--- src/rtl/word_capture_16bit.sv ---
// word_capture_16bit
//   Assembles a stream of byte strobes (MSB first, then LSB) into 16-bit
//   words and buffers them in a small FIFO for a downstream consumer.
//
// Parameters
//   DEPTH_LOG2 : log2 of FIFO depth in 16-bit words (DEPTH = 2**DEPTH_LOG2)
//
// Ports
//   i_clk      : clock, all state changes on rising edge
//   i_rst      : asynchronous active-high reset
//   i_v_in     : byte from the processor output port
//   i_v_wr     : one-cycle strobe, i_v_in valid this cycle
//   i_sync     : forces byte phase back to MSB (discards a latched MSB)
//   o_word     : FIFO head word {MSB,LSB}; holds last value when empty
//   o_valid    : FIFO non-empty
//   i_ready    : consumer accepts o_word when o_valid is high
//   o_count    : words held, 0..DEPTH
//   o_odd      : MSB latched, LSB pending
//   o_ovf      : sticky overflow flag
//   i_clr_ovf  : clears o_ovf
//
// Build option
//   WORD_CAPTURE_16BIT_OVF_EN : when defined, o_ovf records dropped pushes
//   (set wins over i_clr_ovf); when undefined, o_ovf is tied low.
module word_capture_16bit #(
  parameter int unsigned DEPTH_LOG2 = 3
) (
  input  logic                  i_clk,
  input  logic                  i_rst,
  input  logic [7:0]            i_v_in,
  input  logic                  i_v_wr,
  input  logic                  i_sync,
  output logic [15:0]           o_word,
  output logic                  o_valid,
  input  logic                  i_ready,
  output logic [DEPTH_LOG2:0]   o_count,
  output logic                  o_odd,
  output logic                  o_ovf,
  input  logic                  i_clr_ovf
);

  localparam int unsigned DEPTH = 1 << DEPTH_LOG2;
  localparam logic [DEPTH_LOG2:0] DEPTH_CNT = (DEPTH_LOG2 + 1)'(DEPTH);

  typedef enum logic {
    PH_MSB = 1'b0,
    PH_LSB = 1'b1
  } phase_t;

  phase_t                phase;
  logic [7:0]            msb;
  logic [15:0]           mem [DEPTH];
  logic [DEPTH_LOG2-1:0] wr_ptr;
  logic [DEPTH_LOG2-1:0] rd_ptr;
  logic [DEPTH_LOG2:0]   count;
  logic [15:0]           last_word;

  logic push;
  logic pop;
  logic full;
  logic wr_en;
  logic ovf_evt;

  always_comb begin
    push    = 1'b0;
    pop     = 1'b0;
    full    = 1'b0;
    wr_en   = 1'b0;
    ovf_evt = 1'b0;
    // A strobe coinciding with sync is always taken as an MSB, never a push.
    push    = i_v_wr && !i_sync && (phase == PH_LSB);
    pop     = (count != '0) && i_ready;
    full    = (count == DEPTH_CNT);
    // When full, a simultaneous pop frees the head slot, which is exactly
    // where wr_ptr points, so the write lands in the slot being vacated.
    wr_en   = push && (!full || pop);
    ovf_evt = push && full && !pop;
  end

  // Byte-phase FSM
  always_ff @(posedge i_clk or posedge i_rst) begin
    if (i_rst) begin
      phase <= PH_MSB;
      msb   <= '0;
    end else if (i_v_wr) begin
      if (i_sync || phase == PH_MSB) begin
        msb   <= i_v_in;
        phase <= PH_LSB;
      end else begin
        phase <= PH_MSB;
      end
    end else if (i_sync) begin
      phase <= PH_MSB;
      msb   <= '0;
    end
  end

  // FIFO storage and pointers
  always_ff @(posedge i_clk or posedge i_rst) begin
    if (i_rst) begin
      for (int unsigned i = 0; i < DEPTH; i++) begin
        mem[i] <= '0;
      end
      wr_ptr    <= '0;
      rd_ptr    <= '0;
      count     <= '0;
      last_word <= '0;
    end else begin
      if (wr_en) begin
        mem[wr_ptr] <= {msb, i_v_in};
        wr_ptr      <= wr_ptr + 1'b1;
      end
      if (pop) begin
        rd_ptr <= rd_ptr + 1'b1;
      end
      if (wr_en && !pop) begin
        count <= count + 1'b1;
      end else if (!wr_en && pop) begin
        count <= count - 1'b1;
      end
      // Remember the visible head so o_word stays put once the FIFO drains.
      if (count != '0) begin
        last_word <= mem[rd_ptr];
      end
    end
  end

`ifdef WORD_CAPTURE_16BIT_OVF_EN
  always_ff @(posedge i_clk or posedge i_rst) begin
    if (i_rst) begin
      o_ovf <= 1'b0;
    end else if (ovf_evt) begin
      o_ovf <= 1'b1;
    end else if (i_clr_ovf) begin
      o_ovf <= 1'b0;
    end
  end
`else
  logic unused_ovf;
  assign unused_ovf = i_clr_ovf ^ ovf_evt;
  assign o_ovf      = 1'b0;
`endif

  assign o_valid = (count != '0);
  assign o_count = count;
  assign o_odd   = (phase == PH_LSB);
  assign o_word  = o_valid ? mem[rd_ptr] : last_word;

endmodule

--- config.mk ---
export PLATFORM = sky130hd
export DESIGN_NAME = word_capture_16bit
export DESIGN_NICKNAME = d
export VERILOG_FILES = /design/src/rtl/word_capture_16bit.sv
export SDC_FILE = /design/constraint.sdc
export NUM_CORES = 1
export LEC_CHECK = 0
export ABC_AREA = 1
export ABC_CLOCK_PERIOD_IN_PS = 6000
export CORE_MARGIN = 3
export CORE_UTILIZATION = 55
export DETAILED_ROUTE_END_ITERATION = 12
export PLACE_DENSITY_LB_ADDON = 0.12
export RECOVER_POWER = 25
export SYNTH_ARGS = -nofsm -noshare
export SYNTH_HDL_FRONTEND = slang
export SYNTH_SLANG_ARGS = --single-unit
export TNS_END_PERCENT = 100
--- constraint.sdc ---
create_clock -name i_clk -period 6 [get_ports i_clk]
set_input_delay 1.2 -clock i_clk [delete_from_list [all_inputs] [get_ports i_clk]]
set_output_delay 1.2 -clock i_clk [all_outputs]
set_load 0.02 [all_outputs]
== Word-level counts from Yosys, hierarchy flattened ==
Index checks and enable logic that the tools add are counted.
Cells by class
  add/sub/neg operators: 4
  magnitude comparators: 3
  equal/unequal tests: 2
  multiplexer cells: 15
  bitwise logic cells: 3
  reduce and logical (&&, ||, !) cells: 17
Operators by type and width (count)
  $bwmux 128: 1
  $mux 16: 4
  $bmux 16 s3: 1
  $demux 16 s3: 1
  $mux 8: 3
  $ge 4x4->1 const B: 2
  $mux 4: 2
  $not 3->4: 2
  $logic_and 1x1->1: 7
  $add 3x1->3 const B: 2
  $add 4x1->4 const B: 1
  $eq 4x4->1 const B: 1
  $logic_not 1->1: 4
  $lt 4x1->1 const B: 1
  $reduce_bool 2->1: 2
  $reduce_bool 4->1: 1
  $sub 4x1->4 const B: 1
  $mux 1: 3
  $logic_or 1x1->1: 2
  $ne 2x1->1 const B: 1
  $reduce_and 2->1: 1
  $not 1->1: 1
Storage, ports and cells
  register bits after elaboration: 163
  input port bits: 14

== Logic depth before layout (Yosys ltp) ==
  depth after elaboration: 8
  mapped depth: 15
  gate-level depth less buffers: 15

== Worst setup path after synthesis ==
OpenSTA, ideal clock, no wires.
  path kind: input port to flip-flop
  start point: input i_sync
  end point: register count[3], in the netlist o_count[3]
  library setup time: 0.117 ns
  arrival time: 2.777 ns
  required time: 5.883 ns
  slack: 3.106 ns
  cell stages on the path: 13
  path through: inv_1 nand2_1 nor2_4 nand2_1 inv_1 ha_1 inv_1 ha_1 or2_2 nand3_1 nand2_1 nand2_1 nand2_1
Between the ends
  word-level cells in the longest chain between the ends: 7
Ends and longest elaborated chain
  from (decl): RTL line 32  | input logic i_sync,
  $logic_not 1->1 *: RTL line 71  | push = i_v_wr && !i_sync && (phase == PH_LSB);
  $logic_and 1x1->1 * (2 in series): RTL line 71
  $logic_and 1x1->1 *: RTL line 76  | wr_en = push && (!full || pop);
  net wr_en: RTL line 61  | logic wr_en;
  $logic_not 1->1: RTL line 118  | end else if (!wr_en && pop) begin
  $logic_and 1x1->1: RTL line 118
  $reduce_bool 2->1 (no source line)
  to (signal assigned): RTL line 117  | count <= count + 1'b1;
  to (signal assigned): RTL line 119  | count <= count - 1'b1;
  to (decl): RTL line 55  | logic [DEPTH_LOG2:0] count;
Mark *: on every way through the listed nets, which the timed path passes. The rest lies on a longest branch.
A chain may end at the register's enable or synchronous reset.

== Worst setup path in the final report ==
  start point: register count[1], in the netlist o_count[1]
  end point: output o_word[6]
Between the ends
  word-level cells in the longest chain between the ends: 2
Ends and longest elaborated chain
  $reduce_bool 4->1: RTL line 144  | assign o_valid = (count != '0);
  $mux 16: RTL line 147  | assign o_word = o_valid ? mem[rd_ptr] : last_word;
  to (decl): RTL line 33  | output logic [15:0] o_word,
Every way passes these cells.

==> flow_summary.json <==
{
  "ys_seq_area_share_pct": 53.9,
  "cp_data_required_time_ns": 4.80,
  "syn_avg_cell_area_sq_um": 7.85,
  "vias_per_cell": 5.21,
  "io_buffers": 34,
  "synth_common_cells": "nand2_1 (346), dfrtp_1 (163), o21ai_0 (130)",
  "finalPower_mw": 4.93,
  "row_count": 42,
  "maxCapViolations": 0,
  "rsz0062_at_grt": "no",
  "max_freq_ghz": 0.207,
  "setup-tns-final_ns": 0,
  "worstHoldPathCells": 2,
  "wirelength_um": 18400,
  "die_y_um": 123,
  "cpMostUsedCell": "nand2_1",
  "crit_family": "buffers and inverters",
  "async_flop_share_pct": 100,
  "seq_area_sq_mm": 0.00408,
  "firstDrtPassIters": 5,
  "cts_buffer_depth": 2,
  "drcViolationCount": 0,
  "r2r-start": "o_count[1]$_DFFE_PP0P_",
  "layout.nets": 1003,
  "ys_top_cells_by_area": "dfrtp_1 (54%), nand2_1 (17%), o21ai_0 (8.6%), nand3_1 (7.1%), inv_1 (6.2%)",
  "min_to": "last_word[14]$_DFF_PP0_",
  "grt-ovfl-total": 0,
  "drive_above_1_share_pct": 4.82,
  "crit_arrival_ns": 3.62,
  "track_usage_pct": 26.5,
  "synth_area_sq_mm": 0.00757,
  "grt_antenna_before_repair": 0,
  "cts_made_buffers": 17,
  "ir_drop_mv": 0.301,
  "synth_adder_area_share_pct": 1.09,
  "synth_simple_gate_area_share_pct": 25.3,
  "htreeDepth": 4,
  "gp_congestion": 0.790,
  "p_int_mw": 2.97,
  "synth_top_family_by_area": "simple AND/OR/NAND/NOR gates",
  "synth_edf_count": 0,
  "cts_resized": 0,
  "synth_mux_area_share_pct": 0,
  "synth-compound-area-share_pct": 9.39,
  "diodes": 0,
  "r2r_slack_ns": 2.69,
  "syn_to_final_growth_pct": 13.2,
  "cts.sinks": 163,
  "end_kind": "primary output",
  "grt_pass1_wl_um": 30500,
  "ctsRootBufferMaster": "clkbuf_16",
  "p_switching_mw": 1.96,
  "dieArea_sq_mm": 0.0152,
  "sw_frac_of_total_pct": 39.8,
  "combPwrFrac_pct": 42.0,
  "grt_max_degree": 105,
  "p_clk_share_pct": 21.1,
  "yosysTopAreaCell": "dfrtp_1",
  "coreArea_sq_mm": 0.0133,
  "critPathBufInv": 3,
  "netlist_instances": 964,
  "layout.cells.non_filler": 1172,
  "slowest_stage": "clkbuf_1",
  "crit_fanout": 20,
  "drt_iter0_drc": 586,
  "synth_fp_nets": 984,
  "relSlewSlack_pct": 9.51,
  "synth_cell_types": 23,
  "worst_pin_slew_ns": 1.36,
  "io_pins": 37,
  "min_path_type": "reg -> reg",
  "leakagePower_nw": 4.27,
  "ys_seq_elements": 163,
  "vias": 6107,
  "hold_buffers": 0,
  "wl_per_cell_um": 15.7,
  "hp-start": "last_word[14]$_DFF_PP0_",
  "run_status": "finished, final reports clean",
  "pwr_density_cell_mw_per_mm2": 575,
  "maxSlewViolCount": 0,
  "cp.depth": 7,
  "cts_tree": "built",
  "ys.flop_type": "dfrtp_1",
  "synth.top_cell.area_share_pct": 53.9,
  "dp_cells": 1140,
  "cp-start-kind": "register",
  "start_util_pct": 56.7,
  "timing.rr.end": "o_count[3]$_DFFE_PP0P_",
  "clkTransAtPathRegs_ns": 0.06,
  "finalCriticalPeriod_ns": 4.82,
  "setup_viol": 0,
  "period_share_pct": 80.4,
  "fillers": 1195,
  "rr_worst_depth": 12,
  "yosysMostFrequentCell": "nand2_1",
  "critical_path_class": "reg -> out",
  "slowest_delay_ns": 0.98,
  "drtAntennaViolNets": 0,
  "dp_hpwl_um": 10500,
  "pwr-share-seq_pct": 36.9,
  "clkLatencyLatePin_ns": 0.43,
  "chipWidth_um": 123,
  "grt_pass1_vias": 5679,
  "fin_skew_ns": 0.00470,
  "finalHoldViolations": 0,
  "yosysWarnings": 0,
  "multi_input_area_sq_mm": 0.00276,
  "crit_chain": "nor2_1 > nand2_1 > clkbuf_1 > inv_1 > nand2_1 > nand2_1 > clkdlybuf4s50_1",
  "cts_setup_buffers": 0,
  "synth_xor_area_share_pct": 0.694
}
cells by family (layout without fill, tap and decap cells):
family,Yosys count,count (layout)
DFF,163,163
xor gates and xnor gates,6,6
buffers and inverters,178,210
adders and majority gates,6,6
other,1,1
AOI/OAI and AO/OA,140,140
and+or+nand+nor,470,470
routing by layer:
| metal | global-route usage [%] | wire length [um] | vias to the layer above |
|---|---|---|---|
| li1 | - | - | 3055 |
| met1 | 39.2 | 8790 | 2872 |
| met2 | 40.4 | 8440 | 161 |
| met3 | 5.12 | 1020 | 19 |
| met4 | 6.51 | 195 | 0 |
| met5 | 0 | 0 | - |
area by class of cell:
class	instances	area share (%)
flip-flops and latches	163	47.6
multi-input cells	623	32.2
clock buffers	28	6.03
inverters	126	5.58
repair buffers	52	5.50
well taps	176	2.57
clock inverters	4	0.526
flip-flops by register name (all words and copies together), names as in the netlist:
register / cells
wr_ptr: 3
o_count: 4
last_word: 16
rd_ptr: 3
mem: 128
o_odd: 1
msb: 8
cell usage in the layout (no fill, tap or decap), drive strengths merged:
master,netlist,final
conb,1,1
o22ai,8,8
a21oi,1,1
clkinv,1,4
nand3,109,109
clkdlybuf4s50,0,31
inv,125,125
xnor2,2,2
xor2,4,4
nand2,346,346
bufinv,0,1
dlygate4sd3,0,3
clkbuf,15,29
buf,37,17
o21ai,131,131
dfrtp,163,163
nor2,14,14
ha,5,5
or2,1,1
fa,1,1
worst min-delay path, stage by stage, from the launching register on:
cell     delay [ns]
dfrtp_1        0.32
nand2_1        0.05
nand2_1        0.07
worst max-delay path by stage:
stage	start	to
3_3_place_gp	rd_ptr[0]$_DFFE_PP0P_	o_word[3]
6_report	o_count[1]$_DFFE_PP0P_	o_word[6]
4_1_cts	rd_ptr[0]$_DFFE_PP0P_	o_word[1]
3_5_place_dp	rd_ptr[0]$_DFFE_PP0P_	o_word[3]
5_1_grt	o_count[0]$_DFFE_PP0P_	o_word[7]
2_1_floorplan	i_rst	last_word[0]$_DFF_PP0_
through the flow:
step / hold slack [ns] / utilization, % / instance area, sq um / worst slack [ns]
after floorplan: 0.453 / - / 7570 / 0.395
after global placement: 0.461 / 60.1 / 8020 / 2.35
after detailed placement: 0.465 / 60.1 / 8020 / 2.34
after CTS: 0.483 / 64.3 / 8580 / 1.86
after global routing: 0.489 / 64.2 / 8570 / 1.00
final: 0.480 / 64.2 / 8570 / 1.18
power by group through the flow:
| stage | registers [mW] | logic [mW] | clock network [mW] |
|---|---|---|---|
| after floorplan | 1.77 | 1.43 | 0 |
| after global placement | 1.82 | 2.03 | 0 |
| after detailed placement | 1.83 | 2.06 | 0 |
| after CTS | 1.82 | 2.08 | 1.05 |
| after global routing | 1.88 | 2.37 | 1.10 |
| final | 1.82 | 2.07 | 1.04 |
Power figures use the tool's default switching activity.
